==> src/rtl/issue_scoreboard_pkg.sv <==
// Shared types and sizing for the issue scoreboard slice.
package issue_pkg;
  localparam int unsigned NUM_REGS     = 32;
  localparam int unsigned MAX_INFLIGHT = 4;
  localparam int unsigned REG_ADDR_W   = 5;
  localparam int unsigned INFLIGHT_W   = $clog2(MAX_INFLIGHT + 1);

  typedef logic [REG_ADDR_W-1:0] reg_addr_t;
  typedef logic [INFLIGHT_W-1:0] inflight_t;

  typedef enum logic {
    SB_RUN,
    SB_DRAIN
  } sb_state_e;
endpackage

==> src/rtl/issue_scoreboard_if.sv <==
// Decode/execute/writeback handshake bundle for the issue scoreboard.
// master: decode/execute/writeback side driving requests and retirements.
// slave : the scoreboard, returning issue/stall decisions and status.
interface issue_scoreboard_if;
  import issue_pkg::*;

  logic                i_dec_valid;
  reg_addr_t           i_rs1_addr;
  reg_addr_t           i_rs2_addr;
  reg_addr_t           i_rd_addr;
  logic                i_rs1_used;
  logic                i_rs2_used;
  logic                i_rd_wren;
  logic                i_serialize;
  logic                i_ex_ready;
  logic                i_flush;
  logic                i_wb_valid;
  reg_addr_t           i_wb_addr;
  logic                o_issue;
  logic                o_stall;
  logic [NUM_REGS-1:0] o_busy;
  inflight_t           o_inflight;
  logic                o_err;

  modport master (
    output i_dec_valid, i_rs1_addr, i_rs2_addr, i_rd_addr, i_rs1_used,
           i_rs2_used, i_rd_wren, i_serialize, i_ex_ready, i_flush,
           i_wb_valid, i_wb_addr,
    input  o_issue, o_stall, o_busy, o_inflight, o_err
  );

  modport slave (
    input  i_dec_valid, i_rs1_addr, i_rs2_addr, i_rd_addr, i_rs1_used,
           i_rs2_used, i_rd_wren, i_serialize, i_ex_ready, i_flush,
           i_wb_valid, i_wb_addr,
    output o_issue, o_stall, o_busy, o_inflight, o_err
  );
endinterface

==> src/rtl/issue_scoreboard_busy_table.sv <==
// Per-register pending-write flags. One set port, one clear port; set wins
// when both target the same register. x0 is constant zero.
// Ports: clk/rst_n, set_en/set_addr, clr_en/clr_addr, busy (NUM_REGS flags).
module busy_table
  import issue_pkg::*;
(
  input  logic                clk,
  input  logic                rst_n,
  input  logic                set_en,
  input  reg_addr_t           set_addr,
  input  logic                clr_en,
  input  reg_addr_t           clr_addr,
  output logic [NUM_REGS-1:0] busy
);

  logic [NUM_REGS-1:1] busy_q;

  always_ff @(posedge clk or negedge rst_n) begin
    if (!rst_n) begin
      busy_q <= '0;
    end else begin
      for (int unsigned r = 1; r < NUM_REGS; r++) begin
        if (set_en && set_addr == REG_ADDR_W'(r)) begin
          busy_q[r] <= 1'b1;
        end else if (clr_en && clr_addr == REG_ADDR_W'(r)) begin
          busy_q[r] <= 1'b0;
        end
      end
    end
  end

  assign busy = {busy_q, 1'b0};

endmodule

==> src/rtl/issue_scoreboard.sv <==
// In-order issue controller: RAW/WAW hazard stall against a busy table,
// writer-count capacity limit, and a drain mode for serializing instructions.
// Ports: i_clk, i_rst (async active-low), bus (issue_scoreboard_if.slave).
// o_issue/o_stall are combinational; table, count, state and o_err are flops.
module issue_scoreboard
  import issue_pkg::*;
#(
  parameter bit BYPASS_WB = 1'b1
) (
  input  logic               i_clk,
  input  logic               i_rst,
  issue_scoreboard_if.slave  bus
);

  sb_state_e           state;
  inflight_t           inflight;
  logic                err;
  logic [NUM_REGS-1:0] busy;
  logic [NUM_REGS-1:0] bypass_mask;
  logic [NUM_REGS-1:0] busy_eff;
  logic                wb_hit;
  logic                wb_ok;
  logic                writer;
  logic                raw;
  logic                waw;
  logic                full;
  logic                mode_ok;
  logic                can_go;
  logic                issue_c;
  logic                stall_c;
  logic                inc;
  logic                dec;

  // Hazard evaluation and issue decision
  always_comb begin
    wb_hit      = bus.i_wb_valid && (bus.i_wb_addr != '0);
    wb_ok       = wb_hit && busy[bus.i_wb_addr];
    bypass_mask = (BYPASS_WB && bus.i_wb_valid) ? (NUM_REGS'(1) << bus.i_wb_addr) : '0;
    busy_eff    = busy & ~bypass_mask;
    writer      = bus.i_rd_wren && (bus.i_rd_addr != '0);
    raw         = (bus.i_rs1_used && busy_eff[bus.i_rs1_addr]) ||
                  (bus.i_rs2_used && busy_eff[bus.i_rs2_addr]);
    waw         = writer && busy_eff[bus.i_rd_addr];
    full        = writer && (inflight == INFLIGHT_W'(MAX_INFLIGHT)) && !bus.i_wb_valid;
    mode_ok     = (state == SB_RUN) ? !bus.i_serialize : (inflight == '0);
    can_go      = bus.i_dec_valid && !bus.i_flush && !raw && !waw && !full && mode_ok;
    // Reset forces both handshake outputs low even though they are combinational.
    issue_c     = can_go && bus.i_ex_ready && i_rst;
    stall_c     = bus.i_dec_valid && !bus.i_flush && !issue_c && i_rst;
    inc         = issue_c && writer;
    // Only a retirement that matches a pending write counts against inflight.
    dec         = wb_ok;
  end

  busy_table u_busy_table (
    .clk      (i_clk),
    .rst_n    (i_rst),
    .set_en   (inc),
    .set_addr (bus.i_rd_addr),
    .clr_en   (wb_hit),
    .clr_addr (bus.i_wb_addr),
    .busy     (busy)
  );

  // Drain FSM, writer counter and sticky error
  always_ff @(posedge i_clk or negedge i_rst) begin
    if (!i_rst) begin
      state    <= SB_RUN;
      inflight <= '0;
      err      <= 1'b0;
    end else begin
      case (state)
        SB_RUN: begin
          if (bus.i_dec_valid && bus.i_serialize && !bus.i_flush) begin
            state <= SB_DRAIN;
          end
        end
        SB_DRAIN: begin
          if (bus.i_flush || issue_c) begin
            state <= SB_RUN;
          end
        end
        default: state <= SB_RUN;
      endcase

      if (inc && !dec) begin
        inflight <= inflight + INFLIGHT_W'(1);
      end else if (dec && !inc) begin
        inflight <= inflight - INFLIGHT_W'(1);
      end

      if ((wb_hit && !wb_ok) || (dec && !inc && inflight == '0)) begin
        err <= 1'b1;
      end
    end
  end

  assign bus.o_issue    = issue_c;
  assign bus.o_stall    = stall_c;
  assign bus.o_busy     = busy;
  assign bus.o_inflight = inflight;
  assign bus.o_err      = err;

endmodule

==> src/flat_wrapper.sv <==
// flat-port wrapper written by rule: the top's interface ports become plain ports
module issue_scoreboard_flat import issue_pkg::*;
#(
  parameter bit BYPASS_WB = 1'b1
)
  (i_clk, i_rst, bus_i_dec_valid, bus_i_rs1_addr, bus_i_rs2_addr, bus_i_rd_addr, bus_i_rs1_used, bus_i_rs2_used, bus_i_rd_wren, bus_i_serialize, bus_i_ex_ready, bus_i_flush, bus_i_wb_valid, bus_i_wb_addr, bus_o_issue, bus_o_stall, bus_o_busy, bus_o_inflight, bus_o_err);
  issue_scoreboard_if bus_i ();
  input  logic i_clk;
  input  logic i_rst;
  input wire logic [$bits(bus_i.i_dec_valid)-1:0] bus_i_dec_valid;
  input wire logic [$bits(bus_i.i_rs1_addr)-1:0] bus_i_rs1_addr;
  input wire logic [$bits(bus_i.i_rs2_addr)-1:0] bus_i_rs2_addr;
  input wire logic [$bits(bus_i.i_rd_addr)-1:0] bus_i_rd_addr;
  input wire logic [$bits(bus_i.i_rs1_used)-1:0] bus_i_rs1_used;
  input wire logic [$bits(bus_i.i_rs2_used)-1:0] bus_i_rs2_used;
  input wire logic [$bits(bus_i.i_rd_wren)-1:0] bus_i_rd_wren;
  input wire logic [$bits(bus_i.i_serialize)-1:0] bus_i_serialize;
  input wire logic [$bits(bus_i.i_ex_ready)-1:0] bus_i_ex_ready;
  input wire logic [$bits(bus_i.i_flush)-1:0] bus_i_flush;
  input wire logic [$bits(bus_i.i_wb_valid)-1:0] bus_i_wb_valid;
  input wire logic [$bits(bus_i.i_wb_addr)-1:0] bus_i_wb_addr;
  output wire logic [$bits(bus_i.o_issue)-1:0] bus_o_issue;
  output wire logic [$bits(bus_i.o_stall)-1:0] bus_o_stall;
  output wire logic [$bits(bus_i.o_busy)-1:0] bus_o_busy;
  output wire logic [$bits(bus_i.o_inflight)-1:0] bus_o_inflight;
  output wire logic [$bits(bus_i.o_err)-1:0] bus_o_err;
  assign bus_i.i_dec_valid = bus_i_dec_valid;
  assign bus_i.i_rs1_addr = bus_i_rs1_addr;
  assign bus_i.i_rs2_addr = bus_i_rs2_addr;
  assign bus_i.i_rd_addr = bus_i_rd_addr;
  assign bus_i.i_rs1_used = bus_i_rs1_used;
  assign bus_i.i_rs2_used = bus_i_rs2_used;
  assign bus_i.i_rd_wren = bus_i_rd_wren;
  assign bus_i.i_serialize = bus_i_serialize;
  assign bus_i.i_ex_ready = bus_i_ex_ready;
  assign bus_i.i_flush = bus_i_flush;
  assign bus_i.i_wb_valid = bus_i_wb_valid;
  assign bus_i.i_wb_addr = bus_i_wb_addr;
  assign bus_o_issue = bus_i.o_issue;
  assign bus_o_stall = bus_i.o_stall;
  assign bus_o_busy = bus_i.o_busy;
  assign bus_o_inflight = bus_i.o_inflight;
  assign bus_o_err = bus_i.o_err;
  issue_scoreboard #(.BYPASS_WB(BYPASS_WB)) u_core (.i_clk(i_clk), .i_rst(i_rst), .bus(bus_i));
endmodule
==> config.mk <==
export PLATFORM = sky130hd
export DESIGN_NAME = issue_scoreboard_flat
export DESIGN_NICKNAME = d
export VERILOG_FILES = /design/src/rtl/issue_scoreboard_pkg.sv /design/src/rtl/issue_scoreboard_if.sv /design/src/rtl/issue_scoreboard_busy_table.sv /design/src/rtl/issue_scoreboard.sv /design/src/flat_wrapper.sv
export SDC_FILE = /design/constraint.sdc
export NUM_CORES = 1
export LEC_CHECK = 0
export ABC_AREA = 1
export CAP_MARGIN = 20
export CORE_UTILIZATION = 53
export CTS_CLUSTER_DIAMETER = 40
export DETAILED_ROUTE_END_ITERATION = 7
export PLACE_DENSITY = 0.84
export SYNTH_ARGS = -nofsm -noshare
export SYNTH_HDL_FRONTEND = slang
export SYNTH_SLANG_ARGS = --single-unit
==> constraint.sdc <==
create_clock -name i_clk -period 2.62 [get_ports i_clk]
set_input_delay 0.262 -clock i_clk [delete_from_list [all_inputs] [get_ports i_clk]]
set_output_delay 0.262 -clock i_clk [all_outputs]
set_load 0.01 [all_outputs]
==> flow_summary.toml, run 1 <==
[outcome]
status = "aborted with a tool error"
failed_stage = "global routing"
error = "[ERROR GRT-0232] Routing congestion too high. Check the congestion heatmap in the GUI."

[placed_design]
dpl.hpwl_um = 10600
io_buffers = 66
dpl_cell_area_um2 = 4750
globalplace.congestion = 1.06

[synth]
ys_warn_count = 0
synthDistinctLibCells = 34
netlist_area_um2 = 3410
seq_area_frac_synth = 0.264
syn_inst = 548
synth_top_cell_by_area = "dfrtp_1"
synth_nets = 581
synth.top_cell.area_share = 0.264
yosys_most_used_dff = "dfrtp_1"
synth.most_common_cell = "nand2_1"
syn_area_per_cell_um2 = 6.23
synth_commonest_cells = "nand2_1 (154), nand3_1 (115), nor2_1 (51)"
synthTopCellsByArea = "dfrtp_1 (26%), nand2_1 (17%), nand3_1 (17%), nand4_1 (5.9%), nor2_1 (5.6%)"
ys_ff_latch = 36
synth_edf_count = 0
synthArstFlopShare = 1.00

[sta]
grt-worst-endpoint = "u_core.bus.o_inflight[2]$_DFFE_PN0P_/D"
worst_endpoint_kind = "register data pin"

[clocking]
h-tree-depth = 2
cts_root_buffer = "clkbuf_8"
clock_sinks = 36
cts_buffer_depth = 2
cts-buffers-inserted = 5

[die]
die_w_um = 82.3
initial_utilization = 0.563
io_pins = 68
die_h_um = 82.3
rows = 28

[global_route]
grt_use_total = 0.795
globalRoute.totalOverflow = 104
grt_max_degree = 37
## per-stage QoR
stage                     setup slack (ns)  std cells  hold WS, ns
after floorplan                    0.00775        548      -0.0336
after global placement              -0.732        757        0.393
after detailed placement            -0.905        757        0.398
after CTS                          0.00423        797       0.0826
## logic make-up after synthesis
family                     synth area share
xor gates and xnor gates            0.00513
and+or+nand+nor                       0.528
DFF                                   0.264
AOI/OAI and AO/OA                    0.0836
buffers and inverters                 0.102
muxes                               0.00330
adders and majority gates            0.0132
other                               0.00110
## what timing repair did
action	4_1_cts
hold buffers	0
pin swaps	17
endpoints found under the setup margin	13
setup buffers	29
cloned	3
gates resized for setup	110
## per-layer routing
layer,track usage,overflow
met1,0.775,1
met2,0.974,55
met3,0.584,1
met4,0.944,47
met5,0.133,0
==> run 2, diff against run 1 <==
CORE_UTILIZATION = 40   (was 53)
CTS_CLUSTER_DIAMETER = default   (was 40)
PLACE_DENSITY = default   (was 0.84)
PLACE_DENSITY_LB_ADDON = 0.15   (was default)
==> run 2 against run 1 <==
Net effect: the flow now finishes without violations; synthesized cell count did not move; synthesized area unchanged.
==> flow_summary.toml, run 2 <==
[synth]
synth_fa_ha_area_frac = 0.0132
netlist_area_um2 = 3410
synth_compound_area_frac = 0.0836
synth_nets = 581
syn_area_per_cell_um2 = 6.23
synth_edf_count = 0
synth-xor-area-share = 0.00513
yosys_most_used_dff = "dfrtp_1"
synthTopCellsByArea = "dfrtp_1 (26%), nand2_1 (17%), nand3_1 (17%), nand4_1 (5.9%), nor2_1 (5.6%)"
synth_commonest_cells = "nand2_1 (154), nand3_1 (115), nor2_1 (51)"
synth.most_common_cell = "nand2_1"
synth-simple-area-share = 0.528
syn_inst = 548
synthMuxAreaShare = 0.00330
synthArstFlopShare = 1.00
ys_warn_count = 0
seq_area_frac_synth = 0.264
ys_ff_latch = 36
synthDistinctLibCells = 34
synth.top_cell.area_share = 0.264
synth_top_cell_by_area = "dfrtp_1"
synth_top_family_by_area = "simple AND/OR/NAND/NOR gates"

[critical_path]
path_cells = "buf_8 -> inv_2 -> nor2_4 -> buf_6 -> buf_4 -> a22oi_1 -> a21oi_1 -> nor3_2 -> a31o_2 -> nor2_2 -> inv_1 -> ha_4 -> inv_4 -> fa_2 -> mux2_4"
r2r-end = "u_core.bus.o_inflight[1]"
critical_path_arrival_ns = 2.77
rr_worst_depth = 10
cp.required_ns = 2.80
crit_type = "in -> reg"
reg2reg_setup_slack_ns = 0.11
r2r_start = "u_core.u_busy_table.busy_q[28]"
worstSetupStartpointType = "input pin"
crit_buf_inv = 6
setup.worst_path.end_class = "register"
crit_family = "buffers and inverters"
cp_max_fo = 5
cp_slowest_cell = "fa_2"
cp_slowest_stage_delay_ns = 0.41

[sta]
layout_min_cycle_time_ns = 2.59
finalSetupViolations = 0
skew_ns = 0.00721
hold_violations = 0
maxSlewViolCount = 0
max_freq_mhz = 385
rsz0062_at_grt = "true"
fin_crit_sh = 0.990

[clocking]
cts_tree = "done"
cts_root_buffer = "clkbuf_8"
h-tree-depth = 2
cts_buffer_depth = 2
clock_sinks = 36
clock_latency_ns = 0.29
cts-buffers-inserted = 5
clk_pin_slew_ns = 0.08

[hold_path]
hp-start = "bus_i_wb_addr[0]"
whs_path_depth = 5
whs_endpoint = "u_core.u_busy_table.busy_q[22]"
hold_class = "in -> reg"

[die]
rows = 33
die_w_um = 94.4
die_h_um = 94.4
dieArea_um2 = 8910
core_area_um2 = 8220
io_pins = 68
initial_utilization = 0.415

[layout]
final_common_cell = "nand2_1"
finalNonFillerCells = 821
finalNetCount = 748
fin_area_um2 = 5600
top_register = "u_core.u_busy_table.busy_q"
largest_reg_flops = 31
mostFrequentLayoutCells = "nand2_1 (119), buf_4 (101), nand3_1 (89), clkdlybuf4s50_1 (52), nor2_1 (41)"
synthToLayoutAreaGrowth_pct = 63.9
n_antenna_cell = 0
layout-drive-gt1-share = 0.351

[detailed_routing]
drc = 0
postRouteAntennaNets = 0
num_vias = 4797
drtIter0Drc = 386
drt-pass1-iter-count = 6
wire_per_inst_um = 18.8
wirelength_um = 15400
viasPerCell = 5.84

[placed_design]
dpl.hpwl_um = 11500
placed_cells = 788
dpl_cell_area_um2 = 4800
io_buffers = 66
globalplace.congestion = 0.953

[global_route]
globalRoute.totalOverflow = 0
grt_pass1_vias = 4414
grt_max_degree = 37
grt_pass1_wl_um = 23200
grt_use_total = 0.346
antenna_found_initial = 0

[run]
maxCapViolations = 0

[power]
ir_drop_mv = 0.176
pwr-share-seq = 0.355
p_int_mw = 1.12
power_density_nw_per_um2 = 315
leakagePower_nw = 2.49
swShare = 0.361
power.switching_mw = 0.636
p_clk_frac = 0.241
combPwrFrac = 0.404

[outcome]
status = "complete, no violations"
## run 2: cell counts after synthesis
No cell type changed its count.
## run 2: metal layers
layer,track usage,up-vias,routed length [um]
li1,-,2203,-
met3,0.0491,71,1420
met5,0,-,0
met1,0.481,2200,6460
met2,0.530,323,6770
met4,0.159,0,801
## run 2: per-stage QoR
stage	TNS, ns	util	worst slack, ns	hold slack (ns)	power, mW
6_report	0	0.681	0.0255	0.420	1.76
3_3_place_gp	-9.88	0.584	-0.776	0.455	1.22
4_1_cts	0	0.633	0.00995	0.474	1.69
3_5_place_dp	-9.86	0.584	-0.824	0.469	1.23
2_1_floorplan	0	-	0.00775	-0.0336	0.908
5_1_grt	-0.114	0.681	-0.0628	0.423	1.85
## run 2: cell type report
| cell class | count | area, um^2 |
|---|---|---|
| Timing Repair Buffer | 183 | 1650 |
| Multi-Input combinational cell | 439 | 2610 |
| Clock inverter | 2 | 10.0 |
| Tap cell | 105 | 131 |
| Fill cell | 699 | 2620 |
| Sequential cell | 36 | 902 |
| Timing Repair inverter | 3 | 20.0 |
| Inverter | 47 | 198 |
| Clock buffer | 6 | 82.6 |
## run 2: power groups by stage
stage	clock, mW	combinational (mW)	sequential [mW]
4_1_cts	0.425	0.646	0.623
2_1_floorplan	0	0.262	0.646
3_3_place_gp	0	0.593	0.631
3_5_place_dp	0	0.602	0.633
6_report	0.424	0.712	0.625
5_1_grt	0.453	0.764	0.631
## run 2: worst reg2reg max path, stage by stage, from the launching register on
cell	delay [ns]
dfrtp_1	0.50
a22oi_1	0.14
a31oi_1	0.21
nor3_2	0.10
a31o_2	0.27
nor2_2	0.16
inv_1	0.11
ha_4	0.17
inv_4	0.05
fa_2	0.41
mux2_4	0.27
## run 2: timing repair
| action | 4_1_cts | 5_1_grt |
|---|---|---|
| gates resized for setup | 106 | 88 |
| pin swaps | 21 | 33 |
| endpoints found under the hold margin | 0 | 0 |
| cloned | 2 | 2 |
| hold buffers | 0 | 0 |
| endpoints found under the setup margin | 6 | 5 |
| setup buffers | 10 | 13 |
## run 2: cell families (layout without fill, tap and decap cells)
group           count (synthesis)  count (layout)
compound gates                 42              42
xor+xnor                        2               2
fa+ha+maj                       3               3
buf+inv                        73             241
flops                          36              36
mux                             1               1
other cells                     1               1
simple gates                  390             390
## run 2: worst max path at each step
stage	slack [ns]	to	from	cells past startpoint
floorplan	0.008	u_core.bus.o_inflight[1]	bus_i_rd_addr[0]	19
global placement	-0.78	u_core.bus.o_inflight[1]	bus_i_wb_addr[3]	21
detailed placement	-0.82	u_core.bus.o_inflight[1]	bus_i_wb_addr[3]	21
CTS	0.01	u_core.bus.o_inflight[1]	bus_i_wb_valid	21
global route	-0.06	u_core.bus.o_inflight[1]	bus_i_wb_addr[1]	15
finish	0.03	u_core.bus.o_inflight[1]	bus_i_wb_addr[1]	15
Power figures use the tool's default switching activity.
